[config.mk]
export PLATFORM = sky130hd
export DESIGN_NAME = core_uart_ctrl
export DESIGN_NICKNAME = d
export VERILOG_FILES = /design/src/rtl/core_uart_ctrl.sv
export SDC_FILE = /design/constraint.sdc
export NUM_CORES = 1
export LEC_CHECK = 0
export CORE_MARGIN = 2
export CORE_UTILIZATION = 30
export DETAILED_ROUTE_END_ITERATION = 10
export PLACE_DENSITY = 0.7
export REMOVE_ABC_BUFFERS = 1
export SLEW_MARGIN = 40
export SYNTH_ARGS = -nofsm -noshare
export SYNTH_HDL_FRONTEND = slang
export SYNTH_SLANG_ARGS = --single-unit
[constraint.sdc]
create_clock -name CLK -period 4.9 [get_ports CLK]
set_clock_uncertainty 0.2 [all_clocks]
set_input_delay 0.49 -clock CLK [delete_from_list [all_inputs] [get_ports CLK]]
set_output_delay 0.49 -clock CLK [all_outputs]
set_load 0.03 [all_outputs]
[src/rtl/core_uart_ctrl.sv]
// AXI4-Lite master that polls the UART Lite status register, then moves one byte to/from its FIFO.
// Read completes 5 cycles after accept with a ready slave; each not-ready poll adds POLL_GAP+2; VALIDs are held until their handshake.
module core_uart_ctrl #(
  parameter int POLL_GAP = 4
) (
  input  logic        CLK,
  input  logic        RST_N,
  input  logic        IN_REQ,
  input  logic        OUT_REQ,
  input  logic [7:0]  OUT_DATA,
  output logic        BUSY,
  output logic        DONE,
  output logic        ERR,
  output logic [7:0]  IN_DATA,
  output logic [3:0]  ARADDR,
  output logic        ARVALID,
  input  logic        ARREADY,
  input  logic [31:0] RDATA,
  input  logic [1:0]  RRESP,
  input  logic        RVALID,
  output logic        RREADY,
  output logic [3:0]  AWADDR,
  output logic        AWVALID,
  input  logic        AWREADY,
  output logic [31:0] WDATA,
  output logic [3:0]  WSTRB,
  output logic        WVALID,
  input  logic        WREADY,
  input  logic [1:0]  BRESP,
  input  logic        BVALID,
  output logic        BREADY
);

  typedef enum logic [3:0] {IDLE, ST_AR, ST_R, GAP, DAT_AR, DAT_R, TX_AW, TX_B, FIN} state_t;

  localparam logic [3:0] ADDR_RX   = 4'h0;
  localparam logic [3:0] ADDR_TX   = 4'h4;
  localparam logic [3:0] ADDR_STAT = 4'h8;
  localparam logic [7:0] GAP_LOAD  = (POLL_GAP > 0) ? 8'(POLL_GAP - 1) : 8'd0;

  state_t      state, state_nxt;
  logic        op_rd, op_rd_nxt;
  logic [7:0]  tx_byte, tx_byte_nxt;
  logic [7:0]  gap_cnt, gap_cnt_nxt;
  logic        busy_nxt, done_nxt, err_nxt;
  logic [7:0]  in_data_nxt;
  logic [3:0]  araddr_nxt, awaddr_nxt;
  logic        arvalid_nxt, rready_nxt, awvalid_nxt, wvalid_nxt, bready_nxt;
  logic [31:0] wdata_nxt;
  logic [3:0]  wstrb_nxt;
  logic        stat_ready;
  logic        unused_rdata;

  // RX path waits for "RX valid"; TX path waits for "TX full" to clear.
  assign stat_ready   = op_rd ? RDATA[0] : ~RDATA[3];
  assign unused_rdata = ^RDATA[31:8];

  always_ff @(posedge CLK or negedge RST_N) begin
    if (!RST_N) begin
      state   <= IDLE;
      op_rd   <= 1'b0;
      tx_byte <= 8'h00;
      gap_cnt <= 8'h00;
      BUSY    <= 1'b0;
      DONE    <= 1'b0;
      ERR     <= 1'b0;
      IN_DATA <= 8'h00;
      ARADDR  <= 4'h0;
      ARVALID <= 1'b0;
      RREADY  <= 1'b0;
      AWADDR  <= 4'h0;
      AWVALID <= 1'b0;
      WDATA   <= 32'h0;
      WSTRB   <= 4'h0;
      WVALID  <= 1'b0;
      BREADY  <= 1'b0;
    end else begin
      state   <= state_nxt;
      op_rd   <= op_rd_nxt;
      tx_byte <= tx_byte_nxt;
      gap_cnt <= gap_cnt_nxt;
      BUSY    <= busy_nxt;
      DONE    <= done_nxt;
      ERR     <= err_nxt;
      IN_DATA <= in_data_nxt;
      ARADDR  <= araddr_nxt;
      ARVALID <= arvalid_nxt;
      RREADY  <= rready_nxt;
      AWADDR  <= awaddr_nxt;
      AWVALID <= awvalid_nxt;
      WDATA   <= wdata_nxt;
      WSTRB   <= wstrb_nxt;
      WVALID  <= wvalid_nxt;
      BREADY  <= bready_nxt;
    end
  end

  always_comb begin
    state_nxt   = state;
    op_rd_nxt   = op_rd;
    tx_byte_nxt = tx_byte;
    gap_cnt_nxt = gap_cnt;
    done_nxt    = 1'b0;
    err_nxt     = 1'b0;
    in_data_nxt = IN_DATA;
    araddr_nxt  = ARADDR;
    arvalid_nxt = ARVALID;
    rready_nxt  = RREADY;
    awaddr_nxt  = AWADDR;
    awvalid_nxt = AWVALID;
    wdata_nxt   = WDATA;
    wstrb_nxt   = WSTRB;
    wvalid_nxt  = WVALID;
    bready_nxt  = BREADY;

    case (state)
      IDLE: begin
        if (IN_REQ || OUT_REQ) begin
          op_rd_nxt = IN_REQ;
          if (!IN_REQ) tx_byte_nxt = OUT_DATA;
          araddr_nxt  = ADDR_STAT;
          arvalid_nxt = 1'b1;
          state_nxt   = ST_AR;
        end
      end
      ST_AR, DAT_AR: begin
        if (ARVALID && ARREADY) begin
          arvalid_nxt = 1'b0;
          rready_nxt  = 1'b1;
          state_nxt   = (state == ST_AR) ? ST_R : DAT_R;
        end
      end
      ST_R: begin
        if (RVALID && RREADY) begin
          rready_nxt = 1'b0;
          if (RRESP != 2'b00) begin
            err_nxt   = 1'b1;
            done_nxt  = 1'b1;
            state_nxt = FIN;
          end else if (stat_ready && op_rd) begin
            araddr_nxt  = ADDR_RX;
            arvalid_nxt = 1'b1;
            state_nxt   = DAT_AR;
          end else if (stat_ready) begin
            awaddr_nxt  = ADDR_TX;
            awvalid_nxt = 1'b1;
            wdata_nxt   = {24'h0, tx_byte};
            wstrb_nxt   = 4'b0001;
            wvalid_nxt  = 1'b1;
            state_nxt   = TX_AW;
          end else if (POLL_GAP == 0) begin
            araddr_nxt  = ADDR_STAT;
            arvalid_nxt = 1'b1;
            state_nxt   = ST_AR;
          end else begin
            gap_cnt_nxt = GAP_LOAD;
            state_nxt   = GAP;
          end
        end
      end
      GAP: begin
        if (gap_cnt == 8'd0) begin
          araddr_nxt  = ADDR_STAT;
          arvalid_nxt = 1'b1;
          state_nxt   = ST_AR;
        end else begin
          gap_cnt_nxt = gap_cnt - 8'd1;
        end
      end
      DAT_R: begin
        if (RVALID && RREADY) begin
          rready_nxt = 1'b0;
          if (RRESP == 2'b00) in_data_nxt = RDATA[7:0];
          else                err_nxt     = 1'b1;
          done_nxt  = 1'b1;
          state_nxt = FIN;
        end
      end
      TX_AW: begin
        // AW and W retire independently; move on once neither is still pending.
        if (AWVALID && AWREADY) awvalid_nxt = 1'b0;
        if (WVALID && WREADY) begin
          wvalid_nxt = 1'b0;
          wstrb_nxt  = 4'h0;
        end
        if (!awvalid_nxt && !wvalid_nxt) begin
          bready_nxt = 1'b1;
          state_nxt  = TX_B;
        end
      end
      TX_B: begin
        if (BVALID && BREADY) begin
          bready_nxt = 1'b0;
          err_nxt    = (BRESP != 2'b00);
          done_nxt   = 1'b1;
          state_nxt  = FIN;
        end
      end
      FIN:     state_nxt = IDLE;
      default: state_nxt = IDLE;
    endcase

    busy_nxt = (state_nxt != IDLE) && (state_nxt != FIN);
  end

endmodule

* Word-level counts from Yosys, hierarchy flattened
Cells that the tools add are included.
** Cells by class
- $add $sub $neg :: 1
- Equality and inequality tests :: 22
- Mux-type cells :: 63
- Bitwise gates (word level) :: 4
- Reduce and logical (&&, ||, !) cells :: 36
** Operator list (number)
- $mux W4 :: 18
- $mux W8 :: 5
- $pmux W4 S7 :: 1
- $mux W1 :: 26
- $ne A2 B2 Y1 const B :: 13
- $reduce_and A6 Y1 :: 3
- $eq A4 B3 Y1 const B :: 4
- $pmux W8 S2 :: 1
- $pmux W4 S3 :: 1
- $reduce_and A3 Y1 :: 4
- $reduce_bool A2 Y1 :: 6
- $reduce_and A5 Y1 :: 2
- $mux W3 :: 3
- $eq A4 B2 Y1 const B :: 2
- $logic_and A1 B1 Y1 :: 8
- $logic_not A8 Y1 :: 1
- $pmux W1 S2 :: 4
- $pmux W4 S2 :: 1
- $reduce_bool A4 Y1 :: 2
- $sub A8 B1 Y8 const B :: 1
- $reduce_and A7 Y1 :: 1
- $pmux W1 S3 :: 2
- $eq A4 B1 Y1 const B :: 1
- $logic_not A4 Y1 :: 1
- other kinds (10) :: 15
** Storage, ports and cells
- Register bits after elaboration :: 54
- Input port bits :: 53
- Output and inout port bits :: 60
- Logic and storage cells :: 143

* Depth between registers and ports, before layout
Gate-level depths: netlist of run 1.
- Word-level depth :: 9
- Gate-level depth with buffers :: 7

* Least setup slack after synthesis of run 1
Ideal clock, no wire load.
- Path kind :: flip-flop to flip-flop
- From :: register ARVALID
- To :: register BUSY
- Library setup time :: 131 ps
- Arrival time :: 1781 ps
- Required time :: 4569 ps
- Path slack :: 2788 ps
- Cell stages (with the launch flop) :: 6
- Buffers on the path :: 0
- Period minus slack after synthesis :: 2112 ps
- Cells stage by stage :: dfrtp_1 and4b_1 a21oi_2 nor3_1 or4_4 or3_1
** On the way
- Word-level cells in the longest chain between the ends :: 5
** Ends and longest elaborated chain
- start: declaration :: line 16 : output logic ARVALID,
- start signal: assignment :: line 87 : ARVALID <= arvalid_nxt;
- $logic_and A1 B1 Y1 * :: line 127 : if (ARVALID && ARREADY) begin
- $mux W4 * :: line 127
- $pmux W4 S7 * :: line 116 : case (state)
- via state_nxt[0] :: line 41 : state_t state, state_nxt;
- $ne A4 B4 Y1 or $reduce_bool A4 Y1 (tied branches) :: line 203 : busy_nxt = (state_nxt != IDLE) && (state_nxt != FIN);
- $logic_and A1 B1 Y1 * :: line 203
- via busy_nxt :: line 45 : logic busy_nxt, done_nxt, err_nxt;
- end signal: assignment :: line 82 : BUSY <= busy_nxt;
- end: declaration :: line 11 : output logic BUSY,
Mark *: on every way through the listed nets, which the timed path passes. The rest lies on a longest branch.
A chain may end at the register's enable or synchronous reset.

* Final worst setup path of run 1
- From :: register state[0]
- To :: register BUSY
** On the way
- Word-level cells in the longest chain between the ends :: 6
** Ends and longest elaborated chain
- start: declaration :: line 41
- start signal: assignment :: line 78 : state <= state_nxt;
- $eq A4 B1 Y1 :: line 116, 130
- $mux W3 :: line 130 : state_nxt = (state == ST_AR) ? ST_R : DAT_R;
- $mux W4 :: line 127
- $pmux W4 S7 * :: line 116
- via state_nxt[0] :: line 41
- $ne A4 B4 Y1 or $reduce_bool A4 Y1 (tied branches) :: line 203
- $logic_and A1 B1 Y1 * :: line 203
- via busy_nxt :: line 45
Marks and branches as above.

==> results of run 1 <==
cell families (layout without fill, tap and decap cells):
group           Yosys count  in the layout  share of synthesized area (%)
simple gates             74             74                           17.2
flops                    48             48                           48.2
buf+inv                  43             67                           12.3
compound gates           29             29                           8.94
mux                      25             25                           11.3
xor+xnor                  4              4                           1.41
fa+ha+maj                 1              1                          0.502
other cells               1             33                          0.151
how the worst min path moves through the flow:
| stage | to | slack [ns] | cells past startpoint |
|---|---|---|---|
| 6_report | gap_cnt[2] | -0.0009 | 1 |
| 5_1_grt | gap_cnt[4] | 0.05 | 1 |
| 4_1_cts | gap_cnt[4] | 0.02 | 1 |
| 3_5_place_dp | AWADDR[2] | 0.26 | 1 |
| 3_3_place_gp | AWADDR[2] | 0.25 | 1 |
| 2_1_floorplan | ARADDR[3] | -0.006 | 0 |
layer usage:
layer / vias up / track usage [%] / wire length (µm)
met5: - / 0 / 0
met4: 0 / 2.90 / 38
met3: 6 / 4.03 / 362
met2: 54 / 17.3 / 2260
met1: 822 / 14.3 / 2080
li1: 834 / - / -
power by group through the flow:
stage / clock (mW) / sequential [mW] / combinational, mW
after CTS: 0.293 / 0.397 / 0.0709
after floorplan: 0 / 0.405 / 0.0358
after global routing: 0.311 / 0.397 / 0.0768
after detailed placement: 0 / 0.405 / 0.0707
final: 0.284 / 0.397 / 0.0702
after global placement: 0 / 0.404 / 0.0700
layout by cell type, fill, tap and decap left out, types with 2 or more instances in the layout:
master           instances
or2_2                    2
o21ai_0                  5
a31oi_1                  2
o31ai_1                  2
nand2b_1                 4
nand3_1                  9
clkbuf_8                 5
nand4_1                  3
nor3_1                   8
nor2b_1                  4
mux2_1                  17
dfrtp_1                 48
a21oi_1                  5
a21oi_2                  2
or3_1                    3
mux2_2                   8
conb_1                  33
nor2_1                  17
nand2_1                 11
clkdlybuf4s50_1         54
inv_1                    4
xor2_1                   3
registers in the layout, summed over array words and instances, names as in the netlist:
signal   count
ARADDR       1
WVALID       1
DONE         1
tx_byte      8
AWADDR       1
AWVALID      1
IN_DATA      8
op_rd        1
BREADY       1
RREADY       1
gap_cnt      8
ARVALID      1
state        4
BUSY         1
WSTRB        1
ERR          1
WDATA        8
worst register-to-register path, stage by stage (launching register included):
cell and delay, ns:
dfrtp_1 0.67, and4b_1 0.27, a21oi_2 0.11, nor3_1 0.05
or4_4 0.53, or3_1 0.38
through the flow:
stage	utilization, %	cell area (µm²)
after floorplan	-	2320
after global placement	36.9	3000
after detailed placement	36.9	3000
after CTS	38.2	3110
after global routing	38.2	3110
final	38.2	3110
cells in the mapped netlist, drive strengths merged (2+ instances only):
cell type	instances
dfrtp	48
buf	39
mux2	25
nor2	17
nand2	12
nand3	9
nor3	8
a21oi	7
o21ai	6
nor2b	5
inv	4
nand2b	4
or3	4
nand4	3
or2	3
xor2	3
a31oi	2
nor4	2
o31ai	2
layout make-up:
| type | instances | area, µm² | area share [%] |
|---|---|---|---|
| clock inverters | 2 | 35.0 | 1.13 |
| well taps | 105 | 131 | 4.23 |
| flip-flops and latches | 48 | 1200 | 38.6 |
| repair buffers | 55 | 548 | 17.6 |
| clock buffers | 6 | 72.6 | 2.33 |
| inverters | 4 | 15.0 | 0.483 |
| multi-input cells | 166 | 1100 | 35.5 |
==> results.py, run 1 <==
metrics = {
    "run_status": {
        "outcome": "finished with violations",
        "violations": "negative hold slack",
    },
    "detailed_routing": {
        "drtIter0Drc": 135,
        "drt-total-wl_mm": 4.75,
        "num_vias": 1716,
        "viasPerCell": 4.45,
        "detail-route-antenna-nets": 0,
        "drc": 0,
        "wire_per_inst_um": 12.3,
        "drtPass1Iterations": 4,
    },
    "clock_tree": {
        "cts_hold_buffers": 0,
        "clock_latency_ns": 0.30,
        "post_cts_resized": 0,
        "numCtsBuffers": 5,
        "cts_sinks": 48,
        "path_clk_slew_ns": 0.09,
        "cts_tree": "yes",
        "cts.path.max_buffers": 2,
        "htreeDepth": 2,
        "cts_root_buf": "clkbuf_8",
        "postCtsSetupRepairBufs": 0,
    },
    "critical_path": {
        "slowest_stage": "dfrtp_1",
        "crit_family": "simple AND/OR/NAND/NOR gates",
        "critical_path_buf_inv_count": 0,
        "path_class": "flop to flop",
        "cp-end-kind": "flop",
        "crit_required_ns": 4.88,
        "r2r_cells": 5,
        "rrSetupSlack_ns": 2.58,
        "crit_start": "state[0]",
        "critPathMaxStageDelay_ns": 0.67,
        "crit_fanout": 15,
        "endpoint": "BUSY",
        "crit_chain": "and4b_1 > a21oi_2 > nor3_1 > or4_4 > or3_1",
        "cp.depth": 5,
        "worstReg2RegEnd": "BUSY",
        "worstPathArrival_ns": 2.30,
        "reg2reg_from": "state[0]",
        "start_kind": "flop",
    },
    "grt": {
        "antenna_found_initial": 0,
        "grt_pass1_wl_mm": 7.87,
        "grt_max_degree": 49,
        "grt.overflow.total": 0,
        "track_usage_pct": 11.0,
        "grt_pass1_vias": 1659,
    },
    "power_and_ir_drop": {
        "power_switching_uw": 181,
        "p_clk_share_pct": 37.9,
        "power_uw": 751,
        "p_int_uw": 570,
        "power_frac_comb_pct": 9.3,
        "p_leak_nw": 1.42,
        "vdd_drop_max_mv": 0.128,
        "swShare_pct": 24.2,
        "powerDensity_nw_per_um2": 242,
        "pwr-share-seq_pct": 52.8,
    },
    "cells_and_area": {
        "drive_above_1_share_pct": 9.96,
        "final_nets": 334,
        "area_growth_pct": 24.8,
        "fill_cells": 814,
        "antenna_cells": 0,
        "fin_cells": 386,
    },
    "place": {
        "dp_cells": 378,
        "port_buffers": 55,
        "pre_cts_ws_ns": 2.26,
        "dp_hpwl_mm": 3.50,
        "gp_congestion": 0.772,
    },
    "floorplan": {
        "num_io_pins": 113,
        "dieArea_um2": 9050,
        "fp.dieH_um": 95.1,
        "die_w_um": 95.1,
        "fp.coreArea_um2": 8130,
        "start_util_pct": 30.6,
        "rows": 33,
    },
    "synth": {
        "syn_area_per_cell_um2": 11.1,
        "synth_edf_count": 0,
        "ys_ff_latch": 48,
        "syn-instance-count": 225,
        "yosys.area.top_type": "dfrtp_1",
        "yosys_warnings": 0,
        "dominantRegCellSynth": "dfrtp_1",
        "synthTopCellsByArea": "dfrtp_1, buf_4, mux2_1",
        "synth_cell_types": 51,
        "yosysSeqAreaShare_pct": 48.2,
        "synth_top_cell_area_share_pct": 48.2,
        "syn-cell-area_um2": 2490,
        "async_reset_ff_share_pct": 100,
    },
    "timing": {
        "finalHoldViolCount": 1,
        "worstMarginPinSlew_ns": 0.604,
        "fin_crit_ns": 2.32,
        "slew_headroom_pct": 59.7,
        "layout_setup_ws_ns": 2.58,
        "tns_ns": 0,
        "drv_slew": 0,
        "whs_ns": -0.000860,
        "setup_viol": 0,
        "post-route-period-util_pct": 47.4,
        "rsz0062_at_grt": "false",
        "fmax_mhz": 431,
    },
    "run": {
        "max_cap_viol_count": 0,
    },
    "worst_hold_path": {
        "hold_class": "input port to asynchronous set/reset pin",
    },
}
No activity file was read; power rests on OpenSTA's default activity.
==> inputs of run 2 (changes only) <==
--- a/config.mk
+++ b/config.mk
@@ -8,7 +8,7 @@
 export CORE_MARGIN = 2
 export CORE_UTILIZATION = 30
 export DETAILED_ROUTE_END_ITERATION = 10
-export PLACE_DENSITY = 0.7
+export PLACE_DENSITY = 0.72
 export REMOVE_ABC_BUFFERS = 1
 export SLEW_MARGIN = 40
 export SYNTH_ARGS = -nofsm -noshare
==> constraint.sdc (replaced) <==
create_clock -name CLK -period 2 [get_ports CLK]
set_clock_uncertainty 0.2 [all_clocks]
set_input_delay 0.2 -clock CLK [delete_from_list [all_inputs] [get_ports CLK]]
set_output_delay 0.2 -clock CLK [all_outputs]
set_load 0.03 [all_outputs]
==> results.py, run 2 (synthesized netlist as in run 1, its figures left out) <==
metrics = {
    "critical_path": {
        "path_class": "flop to flop",
        "cp-end-kind": "flop",
        "reg2reg_from": "gap_cnt[0]",
        "start_kind": "flop",
        "endpoint": "BUSY",
        "worstPathArrival_ns": 2.06,
        "crit_required_ns": 1.97,
        "rrSetupSlack_ns": -0.08,
        "crit_start": "gap_cnt[0]",
        "r2r_cells": 7,
        "crit_fanout": 2,
        "worstReg2RegEnd": "BUSY",
    },
    "cells_and_area": {
        "layout_common_cells": "clkdlybuf4s50_1, buf_4, dfrtp_1, conb_1, nor2_1",
        "fin_cells": 441,
        "fin_util_pct": 45.2,
        "drive_above_1_share_pct": 31.0,
        "area_growth_pct": 47.5,
        "final_common_cell": "clkdlybuf4s50_1",
        "antenna_cells": 0,
        "final_nets": 389,
    },
    "power_and_ir_drop": {
        "power_mw": 1.92,
        "p_leak_nw": 1.74,
        "vdd_drop_max_mv": 0.326,
        "powerDensity_nw_per_um2": 523,
    },
    "clock_tree": {
        "cts_sinks": 48,
        "path_clk_slew_ns": 0.09,
        "numCtsBuffers": 5,
        "htreeDepth": 2,
        "cts_root_buf": "clkbuf_8",
        "clock_latency_ns": 0.30,
        "cts.path.max_buffers": 2,
        "cts_tree": "yes",
    },
    "detailed_routing": {
        "viasPerCell": 4.58,
        "detail-route-antenna-nets": 0,
        "drtPass1Iterations": 5,
        "drc": 0,
        "num_vias": 2018,
        "wire_per_inst_um": 13.6,
        "drt-total-wl_mm": 6.01,
        "drtIter0Drc": 126,
    },
    "run_status": {
        "outcome": "finished with violations",
        "violations": "negative setup slack",
    },
    "grt": {
        "grt_max_degree": 24,
        "track_usage_pct": 13.7,
        "grt.overflow.total": 0,
        "grt_pass1_vias": 2016,
        "antenna_found_initial": 0,
        "grt_pass1_wl_mm": 9.55,
    },
    "place": {
        "gp_congestion": 0.835,
        "dp_cells": 419,
        "dp_hpwl_mm": 4.30,
        "port_buffers": 55,
    },
    "floorplan": {
        "fp.dieH_um": 95.1,
        "num_io_pins": 113,
        "rows": 33,
        "dieArea_um2": 9050,
        "fp.coreArea_um2": 8130,
        "die_w_um": 95.1,
        "start_util_pct": 30.6,
    },
    "run": {
        "max_cap_viol_count": 0,
    },
    "timing": {
        "post-route-period-util_pct": 104,
        "fin_crit_ns": 2.08,
        "setup_viol": 12,
        "drv_slew": 0,
        "layout_setup_ws_ns": -0.0849,
        "rsz0062_at_grt": "true",
        "fmax_mhz": 480,
        "finalHoldViolCount": 0,
    },
    "worst_hold_path": {
        "hold_class": "input port to asynchronous set/reset pin",
    },
}
==> run 2: cell types whose count changed in the layout (fill, tap and decap cells not counted), sizes merged <==
cell,change
clkbuf,+1
dlygate4sd3,+1
buf,+53
or3,+1
clkinv,-1
==> run 2: layout make-up <==
type | instances | area [µm²]
clock buffers | 7 | 96.3
clock inverters | 1 | 30.0
multi-input cells | 167 | 1210
flip-flops and latches | 48 | 1210
repair buffers | 109 | 986
well taps | 105 | 131
inverters | 4 | 15.0
fillers | 761 | 4460
==> run 2: through the flow <==
stage / hold WS (ns) / setup WS, ns / instance area [µm²] / setup TNS [ns]
4_1_cts: 0.103 / -0.0385 / 3580 / -0.260
2_1_floorplan: -0.296 / -0.125 / 2320 / -0.495
6_report: 0.101 / -0.0849 / 3670 / -0.660
3_5_place_dp: -0.125 / -0.311 / 3330 / -3.62
5_1_grt: 0.114 / -0.183 / 3670 / -1.77
3_3_place_gp: -0.123 / -0.263 / 3330 / -2.74
==> run 2: power by group <==
| group | switching (mW) | leakage (nW) | internal, mW |
|---|---|---|---|
| clock | 0.317 | 0.0645 | 0.441 |
| combinational | 0.124 | 1.05 | 0.0680 |
| sequential | 0.00114 | 0.619 | 0.970 |
==> run 2: how the worst min path moves through the flow <==
stage          start    endpoint  slack [ns]  cells past startpoint
3_5_place_dp   RST_N     AWVALID       -0.13                      1
2_1_floorplan  RST_N   ARADDR[3]       -0.30                      0
3_3_place_gp   RST_N      WVALID       -0.12                      1
4_1_cts        RST_N  tx_byte[2]        0.10                      2
5_1_grt        RST_N      WVALID        0.11                      2
6_report       RST_N  tx_byte[2]        0.10                      2
==> run 2: metal layers <==
metal | global-route usage (%) | part of all wire (%) | vias to the layer above | wire length, µm
li1 | - | - | 943 | -
met5 | 0 | 0 | - | 0
met4 | 4.95 | 2.0 | 0 | 118
met1 | 16.0 | 40 | 979 | 2400
met2 | 23.7 | 51 | 82 | 3060
met3 | 3.95 | 7.2 | 14 | 435
==> run 2: worst max-delay path: stages (launching register included) <==
cell and delay [ns]:
dfrtp_1 0.39, inv_1 0.07, ha_2 0.17, nor3b_4 0.21, and3_4 0.22, nor4_4 0.05
a311o_1 0.29, or3_1 0.36
==> run 2: timing repair <==
action	4_1_cts	5_1_grt
endpoints found under the hold margin	48	0
cloned	1	0
pin swaps	8	3
gates resized for setup	14	14
hold buffers	1	0
endpoints found under the setup margin	26	23
setup buffers	8	4
